--- config.mk ---
export PLATFORM = sky130hd
export DESIGN_NAME = mem_arbiter
export DESIGN_NICKNAME = d
export VERILOG_FILES = /design/src/rtl/mem_arbiter.sv
export SDC_FILE = /design/constraint.sdc
export NUM_CORES = 1
export LEC_CHECK = 0
export CAP_MARGIN = 30
export CORE_UTILIZATION = 36
export DETAILED_ROUTE_END_ITERATION = 6
export PLACE_DENSITY = 0.8
export SLEW_MARGIN = 30
export SYNTH_ARGS = -nofsm -noshare
export SYNTH_HDL_FRONTEND = slang
export SYNTH_SLANG_ARGS = --single-unit
--- constraint.sdc ---
create_clock -name clk -period 1.7 [get_ports clk]
set_input_delay 0.34 -clock clk [delete_from_list [all_inputs] [get_ports clk]]
set_output_delay 0.34 -clock clk [all_outputs]
set_load 0.05 [all_outputs]
--- src/rtl/mem_arbiter.sv ---
// Round-robin arbiter sharing one memory port between NUM_MASTERS requesters.
// One transaction in flight at a time: IDLE -> ISSUE -> WAIT_RESP -> IDLE.
module mem_arbiter #(
  parameter int NUM_MASTERS = 2,
  parameter int ADDR_W      = 32,
  parameter int DATA_W      = 32
) (
  input  logic                              clk,
  input  logic                              rst,
  input  logic [NUM_MASTERS-1:0]            req_valid,
  output logic [NUM_MASTERS-1:0]            req_ready,
  input  logic [NUM_MASTERS-1:0]            req_we,
  input  logic [NUM_MASTERS*ADDR_W-1:0]     req_addr,
  input  logic [NUM_MASTERS*DATA_W-1:0]     req_wdata,
  input  logic [NUM_MASTERS*DATA_W/8-1:0]   req_wstrb,
  output logic [NUM_MASTERS-1:0]            resp_valid,
  output logic [DATA_W-1:0]                 resp_rdata,
  output logic                              mem_req_valid,
  input  logic                              mem_req_ready,
  output logic                              mem_we,
  output logic [ADDR_W-1:0]                 mem_addr,
  output logic [DATA_W-1:0]                 mem_wdata,
  output logic [DATA_W/8-1:0]               mem_wstrb,
  input  logic                              mem_resp_valid,
  input  logic [DATA_W-1:0]                 mem_resp_rdata,
  output logic                              busy,
  output logic [$clog2(NUM_MASTERS)-1:0]    grant_id
);

  localparam int GW = $clog2(NUM_MASTERS);
  localparam int SW = DATA_W / 8;

  localparam logic [1:0] S_IDLE  = 2'd0;
  localparam logic [1:0] S_ISSUE = 2'd1;
  localparam logic [1:0] S_WAIT  = 2'd2;

  logic [1:0]             state_q, state_d;
  logic [GW-1:0]          last_grant_q, last_grant_d;
  logic [GW-1:0]          grant_id_q, grant_id_d;
  logic                   mem_we_q, mem_we_d;
  logic [ADDR_W-1:0]      mem_addr_q, mem_addr_d;
  logic [DATA_W-1:0]      mem_wdata_q, mem_wdata_d;
  logic [SW-1:0]          mem_wstrb_q, mem_wstrb_d;
  logic [NUM_MASTERS-1:0] resp_valid_q, resp_valid_d;
  logic [DATA_W-1:0]      resp_rdata_q, resp_rdata_d;

  logic          grant_found;
  logic [GW-1:0] grant_idx;
  logic [GW:0]   cand;
  logic          handshake;

  // Search upward from last_grant+1, wrapping at NUM_MASTERS; first hit wins.
  // NOTE: every variable driven here gets a default first, so no path leaves it unassigned and no latch is inferred.
  always_comb begin
    grant_found = 1'b0;
    grant_idx   = '0;
    cand        = '0;
    for (int k = 1; k <= NUM_MASTERS; k++) begin
      cand = {1'b0, last_grant_q} + (GW+1)'(k);
      if (cand >= (GW+1)'(NUM_MASTERS)) begin
        cand = cand - (GW+1)'(NUM_MASTERS);
      end
      if (!grant_found && req_valid[cand[GW-1:0]]) begin
        grant_found = 1'b1;
        grant_idx   = cand[GW-1:0];
      end
    end
  end

  assign handshake = (state_q == S_IDLE) && grant_found;
  assign req_ready = handshake ? (NUM_MASTERS'(1) << grant_idx) : '0;

  always_comb begin
    state_d      = state_q;
    last_grant_d = last_grant_q;
    grant_id_d   = grant_id_q;
    mem_we_d     = mem_we_q;
    mem_addr_d   = mem_addr_q;
    mem_wdata_d  = mem_wdata_q;
    mem_wstrb_d  = mem_wstrb_q;
    resp_valid_d = '0;
    resp_rdata_d = resp_rdata_q;

    case (state_q)
      S_IDLE: begin
        if (handshake) begin
          for (int i = 0; i < NUM_MASTERS; i++) begin
            if (GW'(i) == grant_idx) begin
              mem_we_d    = req_we[i];
              mem_addr_d  = req_addr[i*ADDR_W +: ADDR_W];
              mem_wdata_d = req_wdata[i*DATA_W +: DATA_W];
              mem_wstrb_d = req_wstrb[i*SW +: SW];
            end
          end
          grant_id_d = grant_idx;
          state_d    = S_ISSUE;
        end
      end
      S_ISSUE: begin
        if (mem_req_ready) begin
          state_d = S_WAIT;
        end
      end
      S_WAIT: begin
        // Fairness pointer only advances once the owner's transaction completes.
        if (mem_resp_valid) begin
          resp_rdata_d = mem_resp_rdata;
          resp_valid_d = NUM_MASTERS'(1) << grant_id_q;
          last_grant_d = grant_id_q;
          state_d      = S_IDLE;
        end
      end
      default: state_d = S_IDLE;
    endcase
  end

  // NOTE: state registers use non-blocking assignments so every flop samples pre-edge values.
  always_ff @(posedge clk) begin
    if (rst) begin
      state_q      <= S_IDLE;
      last_grant_q <= GW'(NUM_MASTERS - 1);
      grant_id_q   <= '0;
      mem_we_q     <= 1'b0;
      mem_addr_q   <= '0;
      mem_wdata_q  <= '0;
      mem_wstrb_q  <= '0;
      resp_valid_q <= '0;
      resp_rdata_q <= '0;
    end else begin
      state_q      <= state_d;
      last_grant_q <= last_grant_d;
      grant_id_q   <= grant_id_d;
      mem_we_q     <= mem_we_d;
      mem_addr_q   <= mem_addr_d;
      mem_wdata_q  <= mem_wdata_d;
      mem_wstrb_q  <= mem_wstrb_d;
      resp_valid_q <= resp_valid_d;
      resp_rdata_q <= resp_rdata_d;
    end
  end

  assign mem_req_valid = (state_q == S_ISSUE);
  assign busy          = (state_q != S_IDLE);
  assign grant_id      = grant_id_q;
  assign mem_we        = mem_we_q;
  assign mem_addr      = mem_addr_q;
  assign mem_wdata     = mem_wdata_q;
  assign mem_wstrb     = mem_wstrb_q;
  assign resp_valid    = resp_valid_q;
  assign resp_rdata    = resp_rdata_q;

endmodule

==> results.py <==
metrics = {
    "outcome": {
        "outcome": "complete, but fails checks",
        "violations": "design-rule violations",
    },
    "timing": {
        "fin_crit_ns": 1.63,
        "tightest_slew_ns": 0.739,
        "fmaxAchievable_ghz": 0.613,
        "slew_viol_final": 0,
        "final_hold_viol_count": 0,
        "setup_tns_ns": 0,
        "skew_ns": 0.0117,
        "finalCritPeriodShare": 0.960,
        "slew_headroom": 0.507,
        "setup_violations": 0,
        "rsz0062_at_grt": "no",
    },
    "final_layout": {
        "post-route-util": 0.639,
        "fillers": 962,
        "multiInputGateArea_um2": 1930,
        "area_delta_synth_final_pct": 70.3,
        "post-route-cell-area_um2": 7420,
        "seqCellArea_um2": 2140,
        "final_nets": 933,
        "instances_no_fill": 905,
        "drive_above_1_share": 0.211,
        "diodes": 0,
    },
    "global_routing": {
        "grt_use_met2": 0.456,
        "grtUsageMet1": 0.274,
        "grt_pass1_vias": 5257,
        "grt_max_degree": 70,
        "met3_usage": 0.0734,
        "overflow": 0,
        "grt.total_usage": 0.252,
        "grt_pass1_wl_um": 25400,
        "antenna_found_initial": 0,
        "grt_busiest_layer": "met2",
    },
    "drt": {
        "drtIter0Drc": 362,
        "wire_per_inst_um": 18.1,
        "wl_um": 16400,
        "dr.pass1.iters": 7,
        "vias_per_cell": 5.63,
        "drc": 18,
        "vias": 5093,
        "postRouteAntennaNets": 0,
    },
    "yosys": {
        "synth_cell_types": 26,
        "synthMostInstantiatedCell": "nand3_1",
        "synth_flop_cell": "dfxtp_1",
        "yosysTopAreaCellShare": 0.492,
        "async_reset_ff_frac": 0,
        "synth_edf_count": 0,
        "ys_warn_count": 0,
        "synth_top_family_by_area": "compound AO/OA/AOI/OAI gates",
        "ys_top_cells_by_count": "nand3_1 (138), dfxtp_1 (107), a31oi_1 (69)",
        "syn_area_um2": 4360,
        "synthXorXnorAreaFrac": 0,
        "synthSimpleGateAreaFrac": 0.185,
        "yosys.area_share.adder": 0,
        "syn_avg_cell_area_um2": 8.73,
        "synth.top_cells.by_area": "dfxtp_1 (49%), nand3_1 (16%), a31oi_1 (9.9%)",
        "synth_seq_cells": 107,
        "syn-num-nets": 675,
        "syn_inst": 499,
        "synth_mux_area_frac": 0,
        "synth_seq_area_share": 0.492,
        "yosys.area.top_type": "dfxtp_1",
        "synth-compound-area-share": 0.253,
    },
    "worst_setup_path": {
        "worstPathCellList": "nor2_4 -> and3_4 -> buf_12",
        "critPathArrivalTime_ns": 1.29,
        "crit_fanout": 7,
        "startpoint_type": "register",
        "r2r-end": "resp_rdata[17]",
        "endpoint_kind": "primary output",
        "max_stage_delay_ns": 0.37,
        "crit_start": "state_q[1]",
        "reg2reg_depth": 3,
        "endpoint": "req_ready[0]",
        "r2r_start": "state_q[0]",
        "worstPathRequired_ns": 1.36,
        "r2r_slack_ns": 0.12,
        "path_class": "register to primary output",
        "crit_slowest_cell": "dfxtp_2",
    },
    "floorplanning": {
        "die_area_um2": 12500,
        "rows": 39,
        "core-area_um2": 11600,
        "ios": 284,
        "die_x_um": 112,
        "die_y_um": 112,
        "initial_utilization": 0.375,
    },
    "clocking": {
        "cts.clk_slew.worst_paths_ns": 0.07,
        "cts_buffers": 9,
        "clockRootBuffer": "clkbuf_16",
        "clk-insertion-delay-late_ns": 0.34,
        "cts_sinks": 107,
        "htreeDepth": 3,
        "clockBufferDepth": 2,
        "holdBufCountCts": 0,
        "cts_tree": "yes",
    },
    "place": {
        "numPlacedInstances": 887,
        "hpwl_um": 11500,
        "postPlaceCellArea_um2": 7100,
        "portBuffers": 283,
        "gp_congestion": 0.825,
    },
    "pwr": {
        "power.density_nw_per_um2": 920,
        "p_leak_nw": 2.90,
        "p_total_mw": 6.83,
        "ir_drop_v": 0.000421,
    },
    "flow_run": {
        "maxCapViolCount": 0,
    },
    "min_path": {
        "hp-class": "input port to register",
    },
}
-- metal layers --
metal,routed length (um),vias to the layer above
li1,-,2389
met1,6030,2403
met2,8440,269
met3,1460,32
met4,443,0
met5,0,-
-- kinds of logic after synthesis --
logic type             Yosys count
AO/OA/AOI/OAI                  177
buffers and inverters           62
flip-flops                     107
AND/OR/NAND/NOR                153
-- through the flow --
| step | setup slack, ns | hold slack (ns) |
|---|---|---|
| after floorplan | 0.0308 | 0.428 |
| after global placement | -0.202 | 0.457 |
| after detailed placement | -0.280 | 0.456 |
| after CTS | 0.00520 | 0.297 |
| after global routing | 0.0226 | 0.300 |
| final | 0.0686 | 0.302 |
-- area by class of cell --
cell class,instances,share of cell area
clock buffer,9,0.0303
clock inverter,7,0.00910
inverter,4,0.00202
multi-input combinational,330,0.260
sequential,107,0.289
tap,143,0.0241
timing repair buffer,305,0.386
-- worst max-delay path, delay by kind of cell (launching register included) --
family | cells | cell delay (ns)
buffers and inverters | 1 | 0.13
AND/OR/NAND/NOR | 2 | 0.44
flip-flops | 1 | 0.37
-- report_power, final --
part | switching (mW) | internal [mW]
Clock | 1.03 | 1.04
Sequential | 0.0967 | 2.67
Combinational | 1.18 | 0.820
-- flip-flops by register name (all words and copies together), names as in the netlist --
name          count
resp_rdata       32
mem_wstrb         4
resp_valid        2
mem_we            1
mem_wdata        32
grant_id          1
last_grant_q      1
state_q           2
mem_addr         32
-- placed cells by master, fill, tap and decap left out, types with 3 or more instances in the layout --
cell type,count
clkdlybuf4s50_1,172
nand3_1,138
buf_4,118
dfxtp_1,106
a31oi_1,69
o21ai_0,54
a22o_1,32
o21ai_1,17
buf_12,11
clkbuf_16,9
a21oi_1,3
inv_8,3
-- what timing repair did --
action / CTS / global route
resized for setup: 6 / 2
hold endpoints to repair: 0 / 0
gates cloned: 0 / 0
setup buffers: 2 / 0
endpoints found under the setup margin: 2 / 2
pin swaps: 1 / 1
-- worst min path at each step --
stage	cells past startpoint	endpoint	slack, ns	from
after floorplan	1	resp_valid[0]	0.43	rst
after global placement	1	resp_rdata[19]	0.46	resp_rdata[19]
after detailed placement	1	resp_rdata[8]	0.46	resp_rdata[8]
after CTS	2	resp_valid[0]	0.30	rst
after global routing	2	resp_valid[0]	0.30	rst
final	2	resp_valid[0]	0.30	rst
Power figures use the tool's default switching activity.
